<file path="src/rtl/eeprom_word_sequencer_pkg.sv">
// Shared definitions for the EEPROM word sequencer: controller op_mode and
// clk_rate codes, o_ctrl / i_status bit positions, and the sequencer state enum.
package eeprom_word_sequencer_pkg;

    localparam logic [2:0] OP_WRITE = 3'd0;
    localparam logic [2:0] OP_READ  = 3'd1;

    localparam logic [2:0] RATE_390K  = 3'd7;
    localparam logic [2:0] RATE_781K  = 3'd6;
    localparam logic [2:0] RATE_1M56  = 3'd5;
    localparam logic [2:0] RATE_3M125 = 3'd4;

    localparam int CTRL_EN_BIT     = 0;
    localparam int CTRL_OP_LSB     = 1;
    localparam int CTRL_RATE_LSB   = 4;
    localparam int STAT_FINISH_BIT = 1;
    localparam int STAT_SM_EN_BIT  = 10;

    localparam int RETRY_GAP_CYCLES = 1024;

    typedef enum logic [2:0] {
        S_IDLE,
        S_ARM,
        S_WAIT_ACCEPT,
        S_WAIT_END,
        S_WR_CYCLE,
        S_RETRY_GAP,
        S_DONE
    } seq_state_e;

endpackage

</file>
<file path="src/rtl/eeprom_word_sequencer_sync_edge_det.sv">
// Two-flop synchronizer for an asynchronous level, with rise/fall detection
// on the synchronized value.
//   i_clk  : sampling clock
//   i_rst  : asynchronous active-high reset
//   i_d    : asynchronous input level
//   o_q    : synchronized level
//   o_rise : one-cycle pulse when o_q goes 0 -> 1
//   o_fall : one-cycle pulse when o_q goes 1 -> 0
module sync_edge_det (
    input  logic i_clk,
    input  logic i_rst,
    input  logic i_d,
    output logic o_q,
    output logic o_rise,
    output logic o_fall
);

    // [0],[1] form the synchronizer; [2] is the previous synchronized value.
    logic [2:0] shift_q;

    always_ff @(posedge i_clk or posedge i_rst) begin
        if (i_rst) begin
            shift_q <= '0;
        end else begin
            shift_q <= {shift_q[1:0], i_d};
        end
    end

    assign o_q    = shift_q[1];
    assign o_rise = shift_q[1] & ~shift_q[2];
    assign o_fall = ~shift_q[1] & shift_q[2];

endmodule

</file>
<file path="src/rtl/eeprom_word_sequencer.sv">
// Sequences one 32-bit EEPROM word read or write through an I2C controller
// that is armed by o_ctrl[0] and reports progress through i_status.
//   i_clk, i_rst            : clock, asynchronous active-high reset
//   i_req/i_rw/i_addr/i_wdata : request (start pulse, 0 = write / 1 = read)
//   o_busy/o_done/o_err/o_rdata : response (o_err valid with o_done)
//   o_dev_addr/o_reg_addr/o_w_data/o_ctrl : controller configuration
//   i_status, i_rd_data0..3 : controller status ([1] finish, [10] sm_enable)
//                             and received bytes, first to last
//
// state         | meaning
// S_IDLE        | waiting for i_req
// S_ARM         | raise controller enable, clear finish flag and timeout
// S_WAIT_ACCEPT | wait for controller to report sm_enable
// S_WAIT_END    | enable dropped; wait for sm_enable to fall
// S_WR_CYCLE    | EEPROM internal write-cycle wait
// S_RETRY_GAP   | pause after a NACK before re-arming
// S_DONE        | one-cycle completion pulse
module eeprom_word_sequencer
    import eeprom_word_sequencer_pkg::*;
#(
    parameter logic [6:0] DEV_ADDR       = 7'h50,
    parameter logic [2:0] CLK_RATE       = 3'd7,
    parameter int         TWR_CYCLES     = 500000,
    parameter int         TIMEOUT_CYCLES = 2000000,
    parameter int         MAX_RETRY      = 3
) (
    input  logic        i_clk,
    input  logic        i_rst,
    input  logic        i_req,
    input  logic        i_rw,
    input  logic [15:0] i_addr,
    input  logic [31:0] i_wdata,
    output logic        o_busy,
    output logic        o_done,
    output logic        o_err,
    output logic [31:0] o_rdata,
    output logic [6:0]  o_dev_addr,
    output logic [15:0] o_reg_addr,
    output logic [31:0] o_w_data,
    output logic [31:0] o_ctrl,
    input  logic [31:0] i_status,
    input  logic [7:0]  i_rd_data0,
    input  logic [7:0]  i_rd_data1,
    input  logic [7:0]  i_rd_data2,
    input  logic [7:0]  i_rd_data3
);

    localparam logic [31:0] TWR_LOAD    = 32'(TWR_CYCLES - 1);
    localparam logic [31:0] GAP_LOAD    = 32'(RETRY_GAP_CYCLES - 1);
    localparam logic [31:0] TMO_LAST    = 32'(TIMEOUT_CYCLES - 1);
    localparam logic [7:0]  RETRY_LIMIT = 8'(MAX_RETRY);

    seq_state_e  state_q, state_d;
    logic        rw_q, err_q, ctrl_en_q, fin_flag_q;
    logic [2:0]  op_q, rate_q;
    logic [15:0] addr_q;
    logic [31:0] wdata_q, rdata_q, tmo_cnt_q, wait_cnt_q;
    logic [7:0]  retry_q;

    logic        fin_level, fin_rise, fin_fall;
    logic        sm_en, sm_rise, sm_fall;
    logic        take_req, ctrl_off, load_wait, inc_retry, load_rdata;
    logic        finish_op, finish_err;
    logic [31:0] load_val;
    logic        tmo_hit, finish_seen, in_wait;
    logic        unused_sig;

    sync_edge_det u_sync_finish (
        .i_clk  (i_clk),
        .i_rst  (i_rst),
        .i_d    (i_status[STAT_FINISH_BIT]),
        .o_q    (fin_level),
        .o_rise (fin_rise),
        .o_fall (fin_fall)
    );

    sync_edge_det u_sync_sm_en (
        .i_clk  (i_clk),
        .i_rst  (i_rst),
        .i_d    (i_status[STAT_SM_EN_BIT]),
        .o_q    (sm_en),
        .o_rise (sm_rise),
        .o_fall (sm_fall)
    );

    assign unused_sig = ^{i_status[31:11], i_status[9:2], i_status[0],
                          fin_level, fin_fall, sm_rise};

    assign tmo_hit = (tmo_cnt_q == TMO_LAST);
    assign in_wait = (state_q == S_WAIT_ACCEPT) || (state_q == S_WAIT_END);
    // A finish rise landing in the same cycle as the sm_enable fall still counts.
    assign finish_seen = fin_flag_q | fin_rise;

    always_ff @(posedge i_clk or posedge i_rst) begin
        if (i_rst) begin
            state_q <= S_IDLE;
        end else begin
            state_q <= state_d;
        end
    end

    always_comb begin
        state_d    = state_q;
        take_req   = 1'b0;
        ctrl_off   = 1'b0;
        load_wait  = 1'b0;
        load_val   = '0;
        inc_retry  = 1'b0;
        load_rdata = 1'b0;
        finish_op  = 1'b0;
        finish_err = 1'b0;
        case (state_q)
            S_IDLE: begin
                if (i_req) begin
                    take_req = 1'b1;
                    if (i_addr[1:0] != 2'b00) begin
                        finish_op  = 1'b1;
                        finish_err = 1'b1;
                        state_d    = S_DONE;
                    end else begin
                        state_d = S_ARM;
                    end
                end
            end
            S_ARM: state_d = S_WAIT_ACCEPT;
            S_WAIT_ACCEPT: begin
                if (tmo_hit) begin
                    ctrl_off   = 1'b1;
                    finish_op  = 1'b1;
                    finish_err = 1'b1;
                    state_d    = S_DONE;
                end else if (sm_en) begin
                    // Drop enable once accepted so the controller cannot re-arm.
                    ctrl_off = 1'b1;
                    state_d  = S_WAIT_END;
                end
            end
            S_WAIT_END: begin
                if (sm_fall) begin
                    if (finish_seen) begin
                        if (rw_q) begin
                            load_rdata = 1'b1;
                            finish_op  = 1'b1;
                            state_d    = S_DONE;
                        end else begin
                            load_wait = 1'b1;
                            load_val  = TWR_LOAD;
                            state_d   = S_WR_CYCLE;
                        end
                    end else if (retry_q < RETRY_LIMIT) begin
                        load_wait = 1'b1;
                        load_val  = GAP_LOAD;
                        state_d   = S_RETRY_GAP;
                    end else begin
                        finish_op  = 1'b1;
                        finish_err = 1'b1;
                        state_d    = S_DONE;
                    end
                end else if (tmo_hit) begin
                    ctrl_off   = 1'b1;
                    finish_op  = 1'b1;
                    finish_err = 1'b1;
                    state_d    = S_DONE;
                end
            end
            S_WR_CYCLE: begin
                if (wait_cnt_q == '0) begin
                    finish_op = 1'b1;
                    state_d   = S_DONE;
                end
            end
            S_RETRY_GAP: begin
                if (wait_cnt_q == '0) begin
                    inc_retry = 1'b1;
                    state_d   = S_ARM;
                end
            end
            S_DONE:  state_d = S_IDLE;
            default: state_d = S_IDLE;
        endcase
    end

    always_ff @(posedge i_clk or posedge i_rst) begin
        if (i_rst) begin
            rw_q       <= 1'b0;
            addr_q     <= '0;
            wdata_q    <= '0;
            op_q       <= '0;
            rate_q     <= '0;
            retry_q    <= '0;
            err_q      <= 1'b0;
            ctrl_en_q  <= 1'b0;
            fin_flag_q <= 1'b0;
            tmo_cnt_q  <= '0;
            wait_cnt_q <= '0;
            rdata_q    <= '0;
        end else begin
            if (take_req) begin
                rw_q    <= i_rw;
                addr_q  <= i_addr;
                wdata_q <= i_wdata;
                op_q    <= i_rw ? OP_READ : OP_WRITE;
                rate_q  <= CLK_RATE;
                retry_q <= '0;
                err_q   <= 1'b0;
            end
            if (state_q == S_ARM) begin
                ctrl_en_q  <= 1'b1;
                fin_flag_q <= 1'b0;
                tmo_cnt_q  <= '0;
            end else begin
                if (fin_rise) begin
                    fin_flag_q <= 1'b1;
                end
                if (in_wait) begin
                    tmo_cnt_q <= tmo_cnt_q + 32'd1;
                end
            end
            if (ctrl_off) begin
                ctrl_en_q <= 1'b0;
            end
            if (load_wait) begin
                wait_cnt_q <= load_val;
            end else if (wait_cnt_q != '0) begin
                wait_cnt_q <= wait_cnt_q - 32'd1;
            end
            if (inc_retry) begin
                retry_q <= retry_q + 8'd1;
            end
            if (load_rdata) begin
                rdata_q <= {i_rd_data0, i_rd_data1, i_rd_data2, i_rd_data3};
            end
            if (finish_op) begin
                err_q <= finish_err;
            end
        end
    end

    always_comb begin
        o_ctrl                          = '0;
        o_ctrl[CTRL_EN_BIT]             = ctrl_en_q;
        o_ctrl[CTRL_OP_LSB +: 3]        = op_q;
        o_ctrl[CTRL_RATE_LSB +: 3]      = rate_q;
    end

    assign o_busy     = (state_q != S_IDLE) && (state_q != S_DONE);
    assign o_done     = (state_q == S_DONE);
    assign o_err      = err_q;
    assign o_rdata    = rdata_q;
    assign o_dev_addr = DEV_ADDR;
    assign o_reg_addr = addr_q;
    assign o_w_data   = wdata_q;

endmodule
</file>
<file path="config.mk">
export PLATFORM = sky130hd
export DESIGN_NAME = eeprom_word_sequencer
export DESIGN_NICKNAME = d
export VERILOG_FILES = /design/src/rtl/eeprom_word_sequencer_pkg.sv /design/src/rtl/eeprom_word_sequencer_sync_edge_det.sv /design/src/rtl/eeprom_word_sequencer.sv
export SDC_FILE = /design/constraint.sdc
export NUM_CORES = 1
export LEC_CHECK = 0
export BUFFER_PORTS_ARGS = -buffer_cell sky130_fd_sc_hd__clkbuf_2
export CORE_MARGIN = 5
export CORE_UTILIZATION = 32
export DETAILED_ROUTE_END_ITERATION = 6
export PLACE_DENSITY_LB_ADDON = 0.1
export SLEW_MARGIN = 10
export SYNTH_ARGS = -nofsm -noshare
export SYNTH_HDL_FRONTEND = slang
export SYNTH_SLANG_ARGS = --single-unit
</file>
<file path="constraint.sdc">
create_clock -name i_clk -period 9.7 [get_ports i_clk]
set_input_delay 2.91 -clock i_clk [delete_from_list [all_inputs] [get_ports i_clk]]
set_output_delay 2.91 -clock i_clk [all_outputs]
set_load 0.02 [all_outputs]
</file>
==> flow_metrics.tcl, run 1 <==
set metrics [dict create \
    synth-async-reset-ratio_pct 100 \
    wl_um 19800 \
    synth_top_area_cell "dfrtp_1" \
    grt-ovfl-total 0 \
    finalCritPeriodShare_pct 50.5 \
    num_rows 57 \
    post-route-cell-area_mm2 0.00947 \
    yosysSeqAreaShare_pct 52.9 \
    final_cells 1304 \
    ctsResizeCount 0 \
    setup_violations 0 \
    hold_depth 0 \
    grt_pass1_wl_um 32500 \
    ys_top_cells_by_count "173 x nand2_1, 166 x dfrtp_1, 67 x nor2_1, 38 x buf_4, 34 x xor2_1" \
    synth_edf_count 0 \
    fin_tns_setup_ns 0 \
    area_delta_synth_final_pct 20.7 \
    grt_pass1_vias 6059 \
    cts-root-buf "clkbuf_16" \
    worstSetupPathType "flip-flop to output pin" \
    synthFlopType "dfrtp_1" \
    antenna_cells 0 \
    met1_length_um 9220 \
    dp.cells 1272 \
    syn_avg_cell_area_um2 9.70 \
    power_leakage_nw 4.67 \
    outcome "finished clean" \
    postCtsHoldBufs 0 \
    routed_wire_length_per_instance_um 15.2 \
    grt_max_degree 97 \
    h-tree-depth 4 \
    max_cap_viol_count 0 \
    r2r-start "wait_cnt_q[4]$_DFFE_PP0P_" \
    power.total_mw 2.81 \
    die_area_mm2 0.0278 \
    timing.final.max_slew_violations 0 \
    cts_tree "yes" \
    post-dp-hpwl_um 13600 \
    crit_path_max_fanout 17 \
    grt.total_usage_pct 14.2 \
    hp-class "flip-flop to flip-flop" \
    period_needed_ns 4.90 \
    relSlewSlack_pct 25.1 \
    drtAntennaViolNets 0 \
    endpoint_kind "output pin" \
    ff2ff_setup_slack_ns 6.39 \
    hold_violations 0 \
    synth_top_cell_area_share_pct 52.9 \
    startpoint_type "flip-flop" \
    antenna_found_initial 0 \
    fin_nets 1087 \
    cp.arrival_ns 1.99 \
    yosysWarnings 0 \
    fill_cells 2481 \
    worst_pin_slew_ns 1.12 \
    place_congestion 0.762 \
    core-area_mm2 0.0242 \
    syn_inst 809 \
    top_layer_used "met4" \
    drtIter0Drc 307 \
    path_clk_slew_ns 0.07 \
    io_pins 238 \
    wl_met2_um 8980 \
    critPathMaxStageDelay_ns 0.68 \
    cp.required_ns 6.79 \
    initial_utilization_pct 32.4 \
    dp_slack_ns 4.95 \
    drt-vias-per-instance 4.63 \
    final.setup.worst_slack_ns 4.80 \
    max_freq_ghz 0.204 \
    num_vias 6034 \
    drc_errors 0 \
    cts.sinks 166 \
    finClkSkew_ns 0.0154 \
    portBuffers 173 \
    drt_pass1_iterations 4 \
    clk_latency_ns 0.43 \
    met3WireLength_um 1460 \
    syn_area_mm2 0.00785 \
    rsz0062_at_grt "no" \
    reg2regPathDepth 5 \
    yosysMostFrequentCell "nand2_1" \
    worst_hold_path.endpoint "u_sync_sm_en.shift_q[1]$_DFF_PP0_" \
    crit_chain "nor2b_1 > or3_1 > clkbuf_2" \
    peakVddDrop_mv 0.125 \
    placement.cell_area_mm2 0.00889 \
    p_per_area_mw_per_mm2 296 \
    synth_area_leaders "dfrtp_1 53%, nand2_1 8.3%, mux2_2 4.6%" \
    clockBufferDepth 2 \
    post_cts_buffers 0 \
    die_y_um 167 \
    crit_slowest_cell "dfrtp_1" \
    r2r-end "retry_q[4]$_DFFE_PP0P_" \
    die_x_um 167 \
    min-delay-start "u_sync_sm_en.shift_q[0]$_DFF_PP0_" \
    ys_ff_latch 166 \
    cts_made_buffers 17 \
    drive_above_1_share_pct 26.5 \
    ys_types 56 \
]
[how the worst max path moves through the flow]
stage                                      start                          to  slack, ns  cells after the start
after floorplan                            i_rst       ctrl_en_q$_DFFE_PP0P_       2.30                      1
after global placement                     i_rst  wait_cnt_q[31]$_DFFE_PP0P_       4.94                      3
after detailed placement                   i_rst  wait_cnt_q[31]$_DFFE_PP0P_       4.95                      3
after CTS                 state_q[2]$_DFFE_PP0P_                      o_busy       4.77                      3
after global routing      state_q[1]$_DFFE_PP0P_                      o_busy       4.64                      3
final                     state_q[2]$_DFFE_PP0P_                      o_busy       4.80                      3
[placed cells by master (no fill, tap or decap), types with 6 or more instances in the layout]
cell | Yosys | final
and3_1 | 13 | 13
mux2_2 | 32 | 32
inv_1 | 8 | 7
buf_4 | 38 | 9
xor2_1 | 34 | 34
clkbuf_16 | 0 | 17
dfrtp_1 | 166 | 166
or3_1 | 6 | 6
conb_1 | 2 | 34
nand2_1 | 173 | 172
nand4_1 | 15 | 15
xnor2_1 | 15 | 15
a21oi_1 | 18 | 18
nor4_1 | 18 | 18
nor3_1 | 26 | 25
or4_1 | 14 | 14
nand3_1 | 32 | 32
nor2_1 | 67 | 67
o21ai_0 | 25 | 25
clkbuf_2 | 0 | 173
[critical path: cells and delay by family (launching register included)]
family                 cells  cell delay (ns)
AND/OR/NAND/NOR            2             0.71
flip-flops                 1             0.68
buffers and inverters      1             0.18
[sequential cells by signal, indices dropped and copies added, names as in the netlist, 3 cells and up]
| name | flops |
|---|---|
| u_sync_finish.shift_q | 3 |
| retry_q | 8 |
| o_rdata | 32 |
| state_q | 3 |
| u_sync_sm_en.shift_q | 3 |
| wait_cnt_q | 32 |
| o_w_data | 32 |
| o_reg_addr | 16 |
| tmo_cnt_q | 32 |
[layout make-up]
type                    instances  area, µm²  share of cell area, %
inverters                       8       35.0                  0.370
clock inverters                14        155                   1.64
well taps                     324        405                   4.28
repair buffers                182        933                   9.85
clock buffers                  18        429                   4.53
flip-flops and latches        166       4150                   43.8
multi-input cells             592       3360                   35.5
[power breakdown]
part	switching, mW	internal (mW)	total (mW)
Sequential	0.204	0.936	1.14
Clock	0.323	0.346	0.669
Combinational	0.632	0.365	0.997
Total	1.16	1.65	2.81
[layer usage]
layer  vias up  global-route usage, %
met5         -                      0
met2       148                   22.2
met3        10                   5.24
li1       3021                      -
met1      2855                   18.9
met4         0                   3.38
[per-stage QoR]
step / utilization [%] / hold WS, ns
finish: 39.1 / 0.355
global route: 39.1 / 0.369
CTS: 39.1 / 0.359
detailed placement: 36.7 / 0.343
global placement: 36.7 / 0.335
floorplan: - / 0.331
[cell families after synthesis]
logic type | Yosys count | synth area share (%)
compound gates | 72 | 5.72
flops | 166 | 52.9
other cells | 2 | 0.0957
mux | 37 | 5.35
buf+inv | 83 | 5.91
xor+xnor | 49 | 5.47
fa+ha+maj | 4 | 0.637
simple gates | 396 | 23.9
(Power assumes the default switching activity.)
==> run 2: changes to the inputs <==
==> constraint.sdc (replaced) <==
create_clock -name i_clk -period 5.1 [get_ports i_clk]
set_input_delay 1.53 -clock i_clk [delete_from_list [all_inputs] [get_ports i_clk]]
set_output_delay 1.53 -clock i_clk [all_outputs]
set_load 0.02 [all_outputs]
==> run 2 against run 1 <==
Clock-buffer cell count unchanged. Power up 92%. Global-route usage up 0.32 points. Worst setup slack worse by 3.2 ns. Routed wire length up 2.0%. Sequential share of layout area down 0.30 points. Non-clock buffer count up 3. Register-to-register slack worse by 4.5 ns. Die area unchanged. Clock skew up 0.0036 ns. Cell area up 0.70%. Critical path type unchanged. Largest power group unchanged. Highest routed layer unchanged.
==> flow_metrics.tcl, run 2 (same netlist as run 1, synthesis figures left out) <==
set metrics [dict create \
    drive_above_1_share_pct 26.9 \
    p_per_area_mw_per_mm2 564 \
    drtIter0Drc 241 \
    period_needed_ns 3.49 \
    routed_wire_length_per_instance_um 15.4 \
    portBuffers 173 \
    grt_max_degree 82 \
    hp-class "flip-flop to flip-flop" \
    layout_common_cells "173 x clkbuf_2, 172 x nand2_1, 166 x dfrtp_1" \
    cts-root-buf "clkbuf_16" \
    timing.final.max_slew_violations 0 \
    grt.total_usage_pct 14.5 \
    path_clk_slew_ns 0.07 \
    relSlewSlack_pct 28.9 \
    ctsResizeCount 0 \
    cts.sinks 166 \
    hold_violations 0 \
    final_common_cell "clkbuf_2" \
    drc_errors 0 \
    grt_pass1_wl_um 33300 \
    drt_pass1_iterations 4 \
    drt-vias-per-instance 4.72 \
    die_y_um 167 \
    h-tree-depth 4 \
    power_leakage_nw 4.70 \
    core-area_mm2 0.0242 \
    outcome "finished clean" \
    fin_tns_setup_ns 0 \
    num_vias 6175 \
    initial_utilization_pct 32.4 \
    endpoint_kind "output pin" \
    grt-ovfl-total 0 \
    cts_tree "yes" \
    crit_path_max_fanout 13 \
    die_area_mm2 0.0278 \
    worst_pin_slew_ns 1.06 \
    cts_made_buffers 17 \
    antenna_found_initial 1 \
    grt_pass1_vias 6263 \
    wl_um 20200 \
    io_pins 238 \
    finClkSkew_ns 0.0190 \
    cp.required_ns 3.57 \
    post_cts_buffers 0 \
    die_x_um 167 \
    num_rows 57 \
    area_delta_synth_final_pct 21.5 \
    post-dp-hpwl_um 14200 \
    rsz0062_at_grt "no" \
    placement.cell_area_mm2 0.00892 \
    worstSetupPathType "flip-flop to output pin" \
    cp.arrival_ns 1.96 \
    drtAntennaViolNets 0 \
    clockBufferDepth 2 \
    place_congestion 0.756 \
    max_cap_viol_count 0 \
    peakVddDrop_mv 0.301 \
    finalCritPeriodShare_pct 68.3 \
    max_freq_ghz 0.287 \
    post-route-cell-area_mm2 0.00954 \
    startpoint_type "flip-flop" \
    setup_violations 0 \
    fin_nets 1090 \
    clk_latency_ns 0.43 \
    postCtsHoldBufs 0 \
]
[run 2: critical path, stage by stage (launching register included)]
cell and delay, ns:
dfrtp_1 0.60, nor2b_1 0.53, or3_1 0.23, clkbuf_2 0.18
[run 2: final timing paths]
check,startpoint,end,slack [ns],cells past startpoint
max in group asynchronous,i_rst,wait_cnt_q[17]$_DFFE_PP0P_,3.04,3
worst max-delay path,state_q[1]$_DFFE_PP0P_,o_busy,1.61,3
worst min-delay path,u_sync_finish.shift_q[0]$_DFF_PP0_,u_sync_finish.shift_q[1]$_DFF_PP0_,0.36,0
worst max register to register,wait_cnt_q[4]$_DFFE_PP0P_,retry_q[5]$_DFFE_PP0P_,1.86,5
min in group asynchronous,i_rst,tmo_cnt_q[29]$_DFFE_PP0P_,1.18,2
worst min register to register,u_sync_finish.shift_q[0]$_DFF_PP0_,u_sync_finish.shift_q[1]$_DFF_PP0_,0.36,0
[run 2: per-layer routing]
metal | wire (µm) | vias to the layer above | global-route usage, %
met5 | 0 | - | 0
met3 | 1390 | 16 | 4.46
met4 | 255 | 0 | 3.91
met1 | 9170 | 2975 | 19.0
li1 | - | 3024 | -
met2 | 9370 | 160 | 23.4
[run 2: cell type report]
| type | instances | area [µm²] |
|---|---|---|
| clock buffer | 18 | 439 |
| clock inverter | 14 | 175 |
| sequential | 166 | 4150 |
| antenna | 1 | 2.50 |
| tap | 324 | 405 |
| timing repair buffer | 185 | 968 |
| inverter | 8 | 33.8 |
| multi-input combinational | 592 | 3360 |
| fill | 2504 | 14700 |
[run 2: per-stage QoR]
| step | cells | setup slack [ns] | power (mW) | hold WS [ns] | utilization [%] |
|---|---|---|---|---|---|
| finish | 1308 | 1.61 | 5.38 | 0.356 | 39.3 |
| global route | 1308 | 1.47 | 5.78 | 0.364 | 39.3 |
| CTS | 1307 | 1.57 | 5.47 | 0.359 | 39.3 |
| detailed placement | 1275 | 1.88 | 4.13 | 0.341 | 36.8 |
| global placement | 1275 | 1.95 | 4.11 | 0.337 | 36.8 |
| floorplan | 841 | 1.46 | 3.46 | 0.331 | - |
[run 2: power breakdown]
group,internal (mW),switching (mW)
logic,0.698,1.21
clock network,0.681,0.631
registers,1.78,0.384
